==> config.mk <==
export PLATFORM = sky130hd
export DESIGN_NAME = ant_grid_scheduler
export DESIGN_NICKNAME = d
export VERILOG_FILES = /design/src/rtl/ant_farm_pkg.sv /design/src/rtl/grid_raster_counter.sv /design/src/rtl/ant_grid_scheduler.sv
export SDC_FILE = /design/constraint.sdc
export NUM_CORES = 1
export LEC_CHECK = 0
export CORE_MARGIN = 2
export CORE_UTILIZATION = 56
export DETAILED_ROUTE_END_ITERATION = 12
export DONT_BUFFER_PORTS = 1
export HOLD_SLACK_MARGIN = 0.05
export PLACE_DENSITY = 0.74
export RECOVER_POWER = 25
export SYNTH_ARGS = -nofsm -noshare
export SYNTH_HDL_FRONTEND = slang
export SYNTH_HIERARCHICAL = 1
export SYNTH_SLANG_ARGS = --single-unit
==> constraint.sdc <==
create_clock -name clk -period 2.1 [get_ports clk]
set_input_delay 0.42 -clock clk [delete_from_list [all_inputs] [get_ports clk]]
set_output_delay 0.42 -clock clk [all_outputs]
set_load 0.02 [all_outputs]
==> src/rtl/ant_farm_pkg.sv <==
// Shared encodings for the ant-farm grid: command codes, cell types, contents
// and the scheduler state enum.
package ant_farm_pkg;

    localparam int CMD_W = 5;

    typedef enum logic [CMD_W-1:0] {
        CMD_NOP           = 5'd0,
        CMD_SET_EMPTY     = 5'd1,
        CMD_SET_GROUND    = 5'd2,
        CMD_SET_TUNNEL    = 5'd3,
        CMD_SET_QUEEN     = 5'd4,
        CMD_SET_NONE      = 5'd5,
        CMD_SET_ANT       = 5'd6,
        CMD_SET_SUGAR     = 5'd7,
        CMD_SET_SUGAR_ANT = 5'd8,
        CMD_STEP          = 5'd9
    } cmd_e;

    typedef enum logic [1:0] {
        CELL_E = 2'd0,
        CELL_G = 2'd1,
        CELL_T = 2'd2,
        CELL_Q = 2'd3
    } cell_type_e;

    typedef enum logic [1:0] {
        CONT_NONE      = 2'd0,
        CONT_ANT       = 2'd1,
        CONT_SUGAR     = 2'd2,
        CONT_SUGAR_ANT = 2'd3
    } contents_e;

    typedef enum logic [1:0] {
        ST_IDLE  = 2'd0,
        ST_SWEEP = 2'd1,
        ST_DRAIN = 2'd2
    } sched_state_e;

    // Host may issue any real command; NOP is meaningless and STEP belongs to the sweep.
    function automatic logic host_cmd_legal(input logic [CMD_W-1:0] cmd);
        return (cmd != CMD_NOP) && (cmd < CMD_STEP);
    endfunction

endpackage

==> src/rtl/grid_raster_counter.sv <==
// Raster-order cell walker: x runs fastest, wrapping into y; last flags the final cell.
module grid_raster_counter #(
    parameter int GRID_W = 16,
    parameter int GRID_H = 12,
    parameter int XW     = 4,
    parameter int YW     = 4
) (
    input  logic          clk,
    input  logic          rst,
    input  logic          en,
    input  logic          clr,
    output logic [XW-1:0] x,
    output logic [YW-1:0] y,
    output logic          last
);

    localparam logic [XW-1:0] X_MAX = XW'(GRID_W - 1);
    localparam logic [YW-1:0] Y_MAX = YW'(GRID_H - 1);

    logic [XW-1:0] x_q, x_d;
    logic [YW-1:0] y_q, y_d;

    always_comb begin
        // NOTE: every next-state signal gets its hold value first, so no branch infers a latch.
        x_d = x_q;
        y_d = y_q;
        if (clr) begin
            x_d = '0;
            y_d = '0;
        end else if (en) begin
            if (x_q == X_MAX) begin
                x_d = '0;
                y_d = (y_q == Y_MAX) ? '0 : y_q + 1'b1;
            end else begin
                x_d = x_q + 1'b1;
            end
        end
    end

    always_ff @(posedge clk or posedge rst) begin
        // NOTE: non-blocking assignments so every register samples pre-edge values.
        if (rst) begin
            x_q <= '0;
            y_q <= '0;
        end else begin
            x_q <= x_d;
            y_q <= y_d;
        end
    end

    assign x    = x_q;
    assign y    = y_q;
    assign last = (x_q == X_MAX) && (y_q == Y_MAX);

endmodule

==> src/rtl/ant_grid_scheduler.sv <==
// Arbitrates the grid command slot between single host commands and the
// per-tick raster STEP sweep; the slot toward the grid is a registered valid/ready stage.
module ant_grid_scheduler
    import ant_farm_pkg::*;
#(
    parameter int GRID_W = 16,
    parameter int GRID_H = 12,
    parameter int XW     = 4,
    parameter int YW     = 4
) (
    input  logic             clk,
    input  logic             rst,
    input  logic             tick,
    input  logic             host_valid,
    output logic             host_ready,
    input  logic [CMD_W-1:0] host_cmd,
    input  logic [XW-1:0]    host_x,
    input  logic [YW-1:0]    host_y,
    output logic             grid_valid,
    input  logic             grid_ready,
    output logic [CMD_W-1:0] grid_cmd,
    output logic [XW-1:0]    grid_x,
    output logic [YW-1:0]    grid_y,
    output logic             sweep_busy,
    output logic             sweep_done,
    output logic [15:0]      gen_count,
    output logic             tick_overrun,
    input  logic             clear_overrun,
    output logic             bad_cmd
);

    localparam logic [XW:0] X_LIM = (XW + 1)'(GRID_W);
    localparam logic [YW:0] Y_LIM = (YW + 1)'(GRID_H);

    sched_state_e     state_q, state_d;
    logic             grid_valid_q, grid_valid_d;
    logic [CMD_W-1:0] grid_cmd_q, grid_cmd_d;
    logic [XW-1:0]    grid_x_q, grid_x_d;
    logic [YW-1:0]    grid_y_q, grid_y_d;
    logic             sweep_busy_q, sweep_busy_d;
    logic             sweep_done_q, sweep_done_d;
    logic [15:0]      gen_count_q, gen_count_d;
    logic             tick_overrun_q, tick_overrun_d;
    logic             bad_cmd_q, bad_cmd_d;
    logic             tick_pend_q, tick_pend_d;

    logic             slot_free;
    logic             host_fire;
    logic             host_legal;
    logic             step_en;
    logic             raster_clr;
    logic [XW-1:0]    raster_x;
    logic [YW-1:0]    raster_y;
    logic             raster_last;

    grid_raster_counter #(
        .GRID_W (GRID_W),
        .GRID_H (GRID_H),
        .XW     (XW),
        .YW     (YW)
    ) u_raster (
        .clk  (clk),
        .rst  (rst),
        .en   (step_en),
        .clr  (raster_clr),
        .x    (raster_x),
        .y    (raster_y),
        .last (raster_last)
    );

    assign slot_free  = !grid_valid_q || grid_ready;
    assign host_ready = (state_q == ST_IDLE) && !tick && !tick_pend_q && slot_free;
    assign host_fire  = host_valid && host_ready;
    assign host_legal = host_cmd_legal(host_cmd)
                     && ({1'b0, host_x} < X_LIM)
                     && ({1'b0, host_y} < Y_LIM);

    always_comb begin
        state_d        = state_q;
        grid_valid_d   = grid_valid_q && !grid_ready;
        grid_cmd_d     = grid_cmd_q;
        grid_x_d       = grid_x_q;
        grid_y_d       = grid_y_q;
        sweep_busy_d   = sweep_busy_q;
        sweep_done_d   = 1'b0;
        gen_count_d    = gen_count_q;
        tick_overrun_d = tick_overrun_q;
        bad_cmd_d      = 1'b0;
        tick_pend_d    = tick_pend_q;
        step_en        = 1'b0;
        raster_clr     = 1'b0;

        unique case (state_q)
            ST_IDLE: begin
                if (tick || tick_pend_q) begin
                    if (slot_free) begin
                        // First STEP is loaded on the start edge itself for 1-cycle latency.
                        grid_valid_d = 1'b1;
                        grid_cmd_d   = CMD_STEP;
                        grid_x_d     = raster_x;
                        grid_y_d     = raster_y;
                        step_en      = 1'b1;
                        sweep_busy_d = 1'b1;
                        tick_pend_d  = 1'b0;
                        state_d      = raster_last ? ST_DRAIN : ST_SWEEP;
                    end else begin
                        tick_pend_d = 1'b1;
                    end
                end else if (host_fire) begin
                    if (host_legal) begin
                        grid_valid_d = 1'b1;
                        grid_cmd_d   = host_cmd;
                        grid_x_d     = host_x;
                        grid_y_d     = host_y;
                    end else begin
                        bad_cmd_d = 1'b1;
                    end
                end
            end
            ST_SWEEP: begin
                if (slot_free) begin
                    grid_valid_d = 1'b1;
                    grid_cmd_d   = CMD_STEP;
                    grid_x_d     = raster_x;
                    grid_y_d     = raster_y;
                    step_en      = 1'b1;
                    if (raster_last) begin
                        state_d = ST_DRAIN;
                    end
                end
            end
            ST_DRAIN: begin
                if (grid_valid_q && grid_ready) begin
                    sweep_done_d = 1'b1;
                    gen_count_d  = gen_count_q + 16'd1;
                    sweep_busy_d = 1'b0;
                    raster_clr   = 1'b1;
                    state_d      = ST_IDLE;
                end
            end
            default: state_d = ST_IDLE;
        endcase

        // A tick during a sweep is dropped; set beats a simultaneous clear.
        if (tick && (state_q != ST_IDLE)) begin
            tick_overrun_d = 1'b1;
        end else if (clear_overrun) begin
            tick_overrun_d = 1'b0;
        end
    end

    always_ff @(posedge clk or posedge rst) begin
        if (rst) begin
            state_q        <= ST_IDLE;
            grid_valid_q   <= 1'b0;
            grid_cmd_q     <= '0;
            grid_x_q       <= '0;
            grid_y_q       <= '0;
            sweep_busy_q   <= 1'b0;
            sweep_done_q   <= 1'b0;
            gen_count_q    <= '0;
            tick_overrun_q <= 1'b0;
            bad_cmd_q      <= 1'b0;
            tick_pend_q    <= 1'b0;
        end else begin
            state_q        <= state_d;
            grid_valid_q   <= grid_valid_d;
            grid_cmd_q     <= grid_cmd_d;
            grid_x_q       <= grid_x_d;
            grid_y_q       <= grid_y_d;
            sweep_busy_q   <= sweep_busy_d;
            sweep_done_q   <= sweep_done_d;
            gen_count_q    <= gen_count_d;
            tick_overrun_q <= tick_overrun_d;
            bad_cmd_q      <= bad_cmd_d;
            tick_pend_q    <= tick_pend_d;
        end
    end

    assign grid_valid   = grid_valid_q;
    assign grid_cmd     = grid_cmd_q;
    assign grid_x       = grid_x_q;
    assign grid_y       = grid_y_q;
    assign sweep_busy   = sweep_busy_q;
    assign sweep_done   = sweep_done_q;
    assign gen_count    = gen_count_q;
    assign tick_overrun = tick_overrun_q;
    assign bad_cmd      = bad_cmd_q;

endmodule

==> flow_summary_export.csv <==
group,metric,value,unit
finish,finish.net_count,240,
clocking,cts.path.max_buffers,2,
clocking,cts_buffers,5,
clocking,htree_levels,2,
timing,worst_pin_slew,0.903,ns
finish,register_area,0.00113,mm²
floorplanning,die_y,66.4,µm
setup_path,cp-start-kind,"flip-flop",
finish,stdcell_area,0.00236,mm²
setup_path,slowest_delay,0.41,ns
clocking,clkSlewWorstSetupHoldPaths,0.08,ns
setup_path,critPathTopFamily,"simple AND/OR/NAND/NOR gates",
global_route,grt_max_degree,38,
timing,final-setup-viol-count,0,
synthesis,syn_area,0.00218,mm²
routing,drt_iter0_drc,84,
routing,wire_per_inst,16.6,µm
clocking,clk_latency,0.29,ns
synthesis,yosys.cell_types.count,42,
routing,drtAntennaViolNets,0,
clocking,cts_tree,"yes",
timing,max-slew-margin-rel,0.398,
setup_path,cp.required,1.68,ns
synthesis,synthFlopType,"dfrtp_1",
floorplanning,initial_core_util,0.591,
outcome,status,"complete, no violations",
global_route,grt_antenna_before_repair,0,
floorplanning,core,0.00369,mm²
timing,hold_violations,0,
setup_path,critPathBufInv,1,
routing,vias_per_cell,5.82,
global_route,grt_pass1_wl,7400,µm
pwr,ir_drop,732,µV
global_route,overflow,0,
synthesis,yosysSeqAreaShare,0.517,
timing,finalMaxSlewViolations,0,
global_route,grt_usage,0.224,
min_path,min_path_type,"in2reg",
finish,antenna_cells,0,
pwr,power.leakage,1.19,nW
finish,most-common-layout-cells,"dfrtp_1 (45), nand2_1 (22), inv_1 (21)",
floorplanning,die-width,66.4,µm
synthesis,syn-num-nets,230,
run,maxCapViolations,0,
finish,nFillCells,292,
floorplanning,num_rows,22,
setup_path,crit_chain,"nor2_1, nand2_1, nor3_1, buf_4",
finish,drive_gt1_frac,0.119,
pwr,total_power,2.01,mW
synthesis,synth_edf_count,0,
synthesis,synth_warnings,6,
setup_path,critical_path.endpoint_type,"output pin",
placed_design,place.gp.congestion,0.796,
setup_path,cp.arrival,1.52,ns
clocking,clock_sinks,45,
timing,period_minus_slack,1.94,ns
routing,dr.pass1.iters,4,
timing,timing.fmax,517,MHz
routing,routed_wl,4440,µm
synthesis,avgSynthCellArea,10.5,µm²
floorplanning,dieArea,0.00441,mm²
placed_design,pre_cts_slack,0.161,ns
synthesis,synth_seq_cells,45,
global_route,grt_pass1_vias,1613,
synthesis,synthCells,208,
placed_design,dp_hpwl,3310,µm
timing,skew,0.00618,ns
timing,rsz0062_at_grt,"no",
routing,drc,0,
timing,final.period_utilization,0.922,
finish,multi_input_area,947,µm²
synthesis,synth-async-reset-ratio,1.00,
timing,setup_ws,0.165,ns
setup_path,path_class,"reg2out",
pwr,powerDensity,850,mW/mm²
setup_path,cp_max_fo,6,
placed_design,numPortBuffers,0,
finish,final_common_cell,"dfrtp_1",
placed_design,place_area,0.00226,mm²
clocking,cts_root_buf,"clkbuf_8",
finish,synthToLayoutAreaGrowth,8.38,%
setup_path,crit_slowest_cell,"dfrtp_1",
floorplanning,ios,54,
timing,tns,0,ns
routing,route.vias.total,1555,
[worst reg2reg max path, stage by stage (launching register included)]
cell and delay (ns):
dfrtp_1 0.43, nor2b_1 0.20, nor3_1 0.18, buf_4 0.18, nand4_4 0.15, or4_1 0.43, a21oi_1 0.14
[state kept, by name, indices dropped and copies added, names as in the netlist]
name,cells
state_q,2
tick_overrun,1
sweep_done,1
u_raster/x,4
grid_x,4
grid_y,4
u_raster/y,4
tick_pend_q,1
grid_cmd,5
gen_count,16
sweep_busy,1
bad_cmd,1
grid_valid,1
[metrics by stage]
step / hold slack (ns) / cells / utilization
after CTS: 0.127 / 267 / 0.641
after global routing: 0.220 / 267 / 0.640
final: 0.214 / 267 / 0.640
after global placement: 0.276 / 258 / 0.614
after detailed placement: 0.279 / 258 / 0.614
after floorplan: 0.236 / 208 / -
[power breakdown]
group | internal [mW] | switching, mW
registers | 0.970 | 0.194
clock network | 0.236 | 0.306
logic | 0.147 | 0.155
total | 1.35 | 0.655
[metal layers]
layer  global-route usage  wire [µm]  up-vias
li1                     -          -      743
met1                0.264       1850      764
met2                0.385       2290       44
met3               0.0596        255        4
met4               0.0944         39        0
met5                    0          0        -
[area by class of cell]
cell class              instances  share of cell area
clock buffers                   5              0.0291
clock inverters                 3             0.00900
inverters                      21              0.0334
multi-input cells             137               0.401
flip-flops and latches         45               0.477
well taps                      48              0.0254
repair buffers                  8              0.0254
[path summary, 6_finish.rpt]
check                      cells past startpoint                         to  slack, ns                    start
max                                            4                 host_ready       0.16  tick_pend_q$_DFFE_PP0P_
max reg2reg                                    6  u_raster/y[2]$_DFFE_PP0P_       0.32     grid_valid$_DFF_PP0_
min                                            1   tick_overrun$_DFFE_PP0P_       0.21            clear_overrun
min reg2reg                                    2    tick_pend_q$_DFFE_PP0P_       0.61  tick_pend_q$_DFFE_PP0P_
max in group asynchronous                      2       grid_valid$_DFF_PP0_       1.26                      rst
min in group asynchronous                      2     sweep_busy$_DFFE_PP0P_       0.27                      rst
[repair_timing]
action                    in CTS  in global routing
resized for setup              0                  0
setup buffers                  0                  0
hold endpoints to repair       8                  0
hold buffers                   1                  0
[kinds of logic after synthesis]
family	share of synthesized area
AO/OA/AOI/OAI	0.123
XOR/XNOR	0.0683
adder cells (fa/ha/maj)	0.0172
buffers and inverters	0.0488
flip-flops	0.517
multiplexers	0.0511
AND/OR/NAND/NOR	0.175
[synth_stat cells (2+ instances only)]
cell type | instances | area share
nor3_1 | 8 | 0.018
clkbuf_1 | 3 | 0.0052
mux2i_1 | 10 | 0.046
xnor2_1 | 10 | 0.040
o21ai_0 | 9 | 0.021
or3_1 | 3 | 0.0086
a22o_1 | 5 | 0.020
and4_1 | 2 | 0.0080
nor2_1 | 11 | 0.019
xor2_1 | 7 | 0.028
nor2b_1 | 2 | 0.0057
nand2_1 | 22 | 0.038
ha_1 | 3 | 0.017
nand3_1 | 8 | 0.018
a32oi_1 | 2 | 0.0080
a22o_2 | 3 | 0.014
dfrtp_1 | 45 | 0.52
nand4_1 | 4 | 0.011
and3_1 | 2 | 0.0057
a32o_1 | 2 | 0.0092
a21oi_1 | 6 | 0.014
inv_1 | 21 | 0.036
(Power assumes the default switching activity.)
